==> src/rtl/imem_loader.sv <==
// Boot-time instruction-memory writer: parses a length/data/checksum byte frame,
// writes little-endian words to consecutive addresses and releases the core when verified.
module imem_loader #(
  parameter int ADDR_WIDTH = 10
) (
  input  logic                  CLK,
  input  logic                  resetPC,
  input  logic                  in_valid,
  input  logic [7:0]            in_data,
  output logic                  in_ready,
  output logic                  imem_we,
  output logic [ADDR_WIDTH-1:0] imem_addr,
  output logic [31:0]           imem_wdata,
  output logic                  cpu_hold,
  output logic                  done,
  output logic                  error
);

  typedef enum logic [2:0] {LEN0, LEN1, DATA, CSUM, DONE, ERR} state_t;

  localparam logic [16:0] MAX_WORDS = 17'd1 << ADDR_WIDTH;

  state_t                stateReg, stateNext;
  logic [7:0]            lenLoReg, lenLoNext;
  logic [ADDR_WIDTH:0]   numWordsReg, numWordsNext;
  logic [ADDR_WIDTH:0]   wordIdxReg, wordIdxNext;
  logic [1:0]            byteCntReg, byteCntNext;
  logic [23:0]           wordBufReg, wordBufNext;
  logic [7:0]            csumReg, csumNext;
  logic                  weReg, weNext;
  logic [ADDR_WIDTH-1:0] addrReg, addrNext;
  logic [31:0]           wdataReg, wdataNext;
  logic                  holdReg, holdNext;
  logic                  doneReg, doneNext;
  logic                  errReg, errNext;

  logic                  accepting;
  logic                  xfer;
  logic [16:0]           lenFull;
  logic [ADDR_WIDTH:0]   wordIdxInc;
  logic [7:0]            csumSum;

  // Ready is gated by reset so the source never sees a transfer while held.
  assign accepting  = (stateReg == LEN0) || (stateReg == LEN1) ||
                      (stateReg == DATA) || (stateReg == CSUM);
  assign in_ready   = accepting && !resetPC;
  assign xfer       = in_valid && in_ready;
  assign lenFull    = {1'b0, in_data, lenLoReg};
  assign wordIdxInc = wordIdxReg + (ADDR_WIDTH+1)'(1);
  assign csumSum    = csumReg + in_data;

  always_ff @(posedge CLK) begin
    if (resetPC) begin
      stateReg    <= LEN0;
      lenLoReg    <= '0;
      numWordsReg <= '0;
      wordIdxReg  <= '0;
      byteCntReg  <= '0;
      wordBufReg  <= '0;
      csumReg     <= '0;
      weReg       <= 1'b0;
      addrReg     <= '0;
      wdataReg    <= '0;
      holdReg     <= 1'b1;
      doneReg     <= 1'b0;
      errReg      <= 1'b0;
    end else begin
      stateReg    <= stateNext;
      lenLoReg    <= lenLoNext;
      numWordsReg <= numWordsNext;
      wordIdxReg  <= wordIdxNext;
      byteCntReg  <= byteCntNext;
      wordBufReg  <= wordBufNext;
      csumReg     <= csumNext;
      weReg       <= weNext;
      addrReg     <= addrNext;
      wdataReg    <= wdataNext;
      holdReg     <= holdNext;
      doneReg     <= doneNext;
      errReg      <= errNext;
    end
  end

  always_comb begin
    stateNext    = stateReg;
    lenLoNext    = lenLoReg;
    numWordsNext = numWordsReg;
    wordIdxNext  = wordIdxReg;
    byteCntNext  = byteCntReg;
    wordBufNext  = wordBufReg;
    csumNext     = csumReg;
    weNext       = 1'b0;
    addrNext     = addrReg;
    wdataNext    = wdataReg;
    holdNext     = holdReg;
    doneNext     = doneReg;
    errNext      = errReg;

    if (xfer) begin
      case (stateReg)
        LEN0: begin
          lenLoNext = in_data;
          stateNext = LEN1;
        end
        LEN1: begin
          if (lenFull == 17'd0 || lenFull > MAX_WORDS) begin
            errNext   = 1'b1;
            stateNext = ERR;
          end else begin
            numWordsNext = lenFull[ADDR_WIDTH:0];
            stateNext    = DATA;
          end
        end
        DATA: begin
          csumNext    = csumSum;
          byteCntNext = byteCntReg + 2'd1;
          // Earlier bytes shift down so the first byte lands in bits [7:0].
          wordBufNext = {in_data, wordBufReg[23:8]};
          if (byteCntReg == 2'd3) begin
            weNext      = 1'b1;
            addrNext    = wordIdxReg[ADDR_WIDTH-1:0];
            wdataNext   = {in_data, wordBufReg};
            wordIdxNext = wordIdxInc;
            if (wordIdxInc == numWordsReg) stateNext = CSUM;
          end
        end
        CSUM: begin
          csumNext = csumSum;
          if (csumSum == 8'h00) begin
            doneNext  = 1'b1;
            holdNext  = 1'b0;
            stateNext = DONE;
          end else begin
            errNext   = 1'b1;
            stateNext = ERR;
          end
        end
        default: ;
      endcase
    end
  end

  assign imem_we    = weReg;
  assign imem_addr  = addrReg;
  assign imem_wdata = wdataReg;
  assign cpu_hold   = holdReg;
  assign done       = doneReg;
  assign error      = errReg;

endmodule

==> config.mk <==
export PLATFORM = sky130hd
export DESIGN_NAME = imem_loader
export DESIGN_NICKNAME = d
export VERILOG_FILES = /design/src/rtl/imem_loader.sv
export SDC_FILE = /design/constraint.sdc
export NUM_CORES = 1
export LEC_CHECK = 0
export BUFFER_PORTS_ARGS = -buffer_cell sky130_fd_sc_hd__buf_2
export CELL_PAD_IN_SITES_DETAIL_PLACEMENT = 1
export CELL_PAD_IN_SITES_GLOBAL_PLACEMENT = 2
export CORE_ASPECT_RATIO = 1.1
export CORE_UTILIZATION = 36
export CTS_BUF_LIST = sky130_fd_sc_hd__clkbuf_8
export DETAILED_ROUTE_END_ITERATION = 8
export PLACE_DENSITY = 0.78
export SLEW_MARGIN = 20
export SYNTH_ARGS = -nofsm -noshare
export SYNTH_HDL_FRONTEND = slang
export SYNTH_SLANG_ARGS = --single-unit
==> constraint.sdc <==
create_clock -name CLK -period 3.05 [get_ports CLK]
set_input_delay 0.305 -clock CLK [delete_from_list [all_inputs] [get_ports CLK]]
set_output_delay 0.305 -clock CLK [all_outputs]
set_load 0.05 [all_outputs]
==> results.md <==
| Parameter | Value |
|:---|:---|
| Status | complete, but fails checks |
| Violations in the final reports | design-rule violations |
| Average cell area after synthesis | 8.29 um^2 |
| Global Route Usage Sum | 18.9% |
| Family with the most delay on the worst path | simple AND/OR/NAND/NOR gates |
| Worst EP required | 3340 ps |
| Clock tree from TritonCTS | yes |
| Total number of vias | 4,023 |
| Maximum net fanout on the critical path | 4 |
| Commonest register cell after synthesis | sky130_fd_sc_hd__dfxtp_1 |
| Antenna viol nets, final | 0 |
| Instance count of the mapped netlist | 575 |
| ANT cells | 0 |
| Category of the critical setup timing path | flop to flop |
| Total power after layout | 0.00310 W |
| Pin count of the biggest net entering global routing | 99 |
| Die boundary height | 123 um |
| Root buffer cell | sky130_fd_sc_hd__clkbuf_8 |
| Headroom to the max-slew limit | 31.1% |
| Final hold viol count | 0 |
| Count of port buffers added during placement | 57 |
| Critical path destination | error |
| Initial standard-cell utilization of the core | 37.4% |
| Clock transition at the registers of the reported paths | 70 ps |
| Skew-Pair Late Insertion Delay | 450 ps |
| Seq/Total Area, Yosys | 47.4% |
| Ratio of total power to cell area | 555 nW/um^2 |
| Leading cell type in the layout, fill and taps excluded | sky130_fd_sc_hd__nand2_1 |
| Final setup TNS | 0 ps |
| Met1 Use GR | 22.7% |
| Grt peak-use layer | met2 |
| Leak pwr | 2.26 nW |
| Arrival time of the worst setup path | 2860 ps |
| TritonCTS buffer count | 17 |
| Async S/R FF share, synth | 0% |
| Reg2reg setup slack | 470 ps |
| # nets final | 646 |
| Worst path cell trace | ha_1 > fa_1 > or3b_1 > nor4_1 > o21ai_0 > or4_4 > o21bai_1 > a21oi_1 |
| Post-synthesis instance area | 4770 um^2 |
| Final number of max-transition violations | 0 |
| Growth of design area from synthesis to finish | 17.3% |
| Average via count per standard cell | 5.06 |
| Number of global-route vias before repair | 3,931 |
| Wire length of the first global-routing pass | 19,800 um |
| Origin of the worst setup path | csumReg[0] |
| Slew at the pin closest to its max-slew limit | 1030 ps |
| Crit start category | flop |
| Setup-violating endpoint count in the final report | 0 |
| Crit-path max cell delay | 460 ps |
| Setup Skew | 10.1 ps |
| Yosys warnings | 0 |
| Post-synth cell types | 51 |
| Seq cells post-synth | 113 |
| Worst min-delay path class | input port to flop |
| Worst-path cell with the longest stage delay | sky130_fd_sc_hd__fa_1 |
| Met3 track demand over resource | 4.89% |
| Depth of the most critical reg-to-reg path | 8 |
| # hold bufs at CTS | 0 |
| Number of iterations in the first detailed-routing pass | 6 |
| Post-synth EDFFs | 0 |
| Number of sinks on the clock net | 113 |
| # rows | 43 |
| Width of the die | 112 um |
| Buffers plus inverters on the worst setup path | 0 |
| Number of buffers on the longest clock path | 2 |
| Maximum clock frequency | 388 MHz |
| Worst supply voltage drop on vdd | 220 uV |
| Post-detail-place hpwl | 8470 um |
| Antenna violations before repair | 0 |
| Ratio of cells with drive above 1 in the final layout | 16.8% |
| Number of gates on the worst path with buffers counted | 8 |
| Gp weighted congestion | 0.812 |
| Final Critical Period | 2580 ps |
| Routed WL per cell | 15.2 um |
| Part of the cycle the worst path needs | 84.4% |
| Type of element capturing the critical path | flop |
| Critical register-to-register path endpoint | error |
| Initial DRC count | 190 |
| R2r startpoint | csumReg[0] |
| Final routed wirelength across all metal layers | 12,100 um |
| Floorplan die area | 13,700 um^2 |
| Total nets after synthesis | 596 |
| RSZ-0062 raised after global routing | no |
| Remaining Overflow, GRT | 0 |
| Drt drc | 6 |
| Number of primary I/O pins | 58 |
| Floorplan core area | 12,800 um^2 |
| Max-capacitance violation count | 0 |
| CTS resizes | 0 |
| M2 GR Usage | 31.5% |
| Maximum level of the CTS H-tree | 4 |
| Highest-count cells in the layout ignoring fill and taps | 153 x sky130_fd_sc_hd__nand2_1, 113 x sky130_fd_sc_hd__dfxtp_1, 83 x sky130_fd_sc_hd__a21oi_1, 56 x sky130_fd_sc_hd__buf_2, 41 x sky130_fd_sc_hd__nor2_1 |
| Number of setup buffers added after CTS | 0 |
==> report_power, final <==
group / switching, W / leakage, nW / internal (W)
registers: 0.00000902 / 0.911 / 0.00148
clock network: 0.000613 / 0.220 / 0.000885
logic: 0.0000777 / 1.13 / 0.0000351
==> cell families (layout without fill, tap and decap cells) <==
logic type      count (synthesis)  count (layout)  synth area share, %
compound gates                109             109                 12.6
xor+xnor                       28              28                 5.14
flops                         113             113                 47.4
mux                            26              26                 5.46
fa+ha+maj                      10              10                 2.78
simple gates                  246             246                 22.5
buf+inv                        43             106                 4.04
==> final cells by class <==
type,instances,area [um^2]
clock buffers,21,289
inverters,7,26.3
flip-flops and latches,113,2260
clock inverters,11,136
well taps,157,196
repair buffers,67,363
fillers,1555,7160
multi-input cells,419,2320
==> worst register-to-register path, delay by kind of cell, from the launching register on <==
kind                     cells  cell delay [ps]
AO/OA/AOI/OAI                3              340
adder cells (fa/ha/maj)      2              700
flip-flops                   1              340
AND/OR/NAND/NOR              3             1010
==> per-layer routing <==
metal	share of wire (%)	vias to the layer above
met1	47	1902
met4	1.7	0
met2	48	70
met3	3.5	21
li1	-	2030
met5	0	-
==> worst min path at each step <==
stage	endpoint	cells after the start	startpoint	slack [ps]
global route	wordBufReg[19]	3	in_data[3]	140
global placement	imem_addr[8]	2	imem_addr[8]	440
CTS	wordBufReg[19]	3	in_data[3]	130
finish	wordBufReg[19]	3	in_data[3]	160
detailed placement	imem_wdata[7]	2	imem_wdata[7]	450
floorplan	imem_wdata[0]	2	wordBufReg[0]	430
==> state kept, by name (all words and copies together), names as in the netlist <==
register / count
imem_wdata: 32
wordBufReg: 24
numWordsReg: 11
wordIdxReg: 11
imem_addr: 10
csumReg: 8
lenLoReg: 8
stateReg: 3
byteCntReg: 2
cpu_hold: 1
done: 1
error: 1
imem_we: 1
==> metrics by stage <==
stage / cells / area [um^2] / hold slack (ps) / setup slack (ps) / utilization (%)
floorplan: 575 / 4770 / 432 / 671 / -
global placement: 763 / 5170 / 440 / 318 / 40.5
detailed placement: 763 / 5170 / 445 / 281 / 40.5
CTS: 795 / 5590 / 129 / 428 / 43.9
global route: 795 / 5590 / 142 / 241 / 43.9
finish: 795 / 5590 / 157 / 475 / 43.9
==> cell usage after synthesis, types with 2 or more instances <==
library cell | instances | area [um^2]
sky130_fd_sc_hd__buf_2 | 4 | 20.0
sky130_fd_sc_hd__nor2_1 | 41 | 154
sky130_fd_sc_hd__o21ai_0 | 7 | 35.0
sky130_fd_sc_hd__xor2_1 | 11 | 96.3
sky130_fd_sc_hd__xnor2_1 | 17 | 149
sky130_fd_sc_hd__nand4_1 | 5 | 31.3
sky130_fd_sc_hd__mux2i_1 | 26 | 260
sky130_fd_sc_hd__nor3b_1 | 2 | 15.0
sky130_fd_sc_hd__a31oi_1 | 2 | 12.5
sky130_fd_sc_hd__o21bai_1 | 2 | 15.0
sky130_fd_sc_hd__nor2b_1 | 2 | 12.5
sky130_fd_sc_hd__dfxtp_1 | 113 | 2260
sky130_fd_sc_hd__or2_2 | 2 | 12.5
sky130_fd_sc_hd__nand2_1 | 153 | 574
sky130_fd_sc_hd__nand3_1 | 8 | 40.0
sky130_fd_sc_hd__and3_1 | 3 | 18.8
sky130_fd_sc_hd__nor3_1 | 7 | 35.0
sky130_fd_sc_hd__ha_1 | 9 | 113
sky130_fd_sc_hd__nand3b_1 | 2 | 15.0
sky130_fd_sc_hd__or3_1 | 3 | 18.8
sky130_fd_sc_hd__inv_1 | 7 | 26.3
sky130_fd_sc_hd__nor4_1 | 5 | 31.3
sky130_fd_sc_hd__or3b_1 | 3 | 26.3
sky130_fd_sc_hd__o2111ai_1 | 2 | 17.5
sky130_fd_sc_hd__buf_6 | 2 | 22.5
sky130_fd_sc_hd__o211ai_1 | 3 | 22.5
sky130_fd_sc_hd__a21oi_1 | 83 | 415
sky130_fd_sc_hd__clkbuf_1 | 28 | 105
Power figures use the tool's default switching activity.
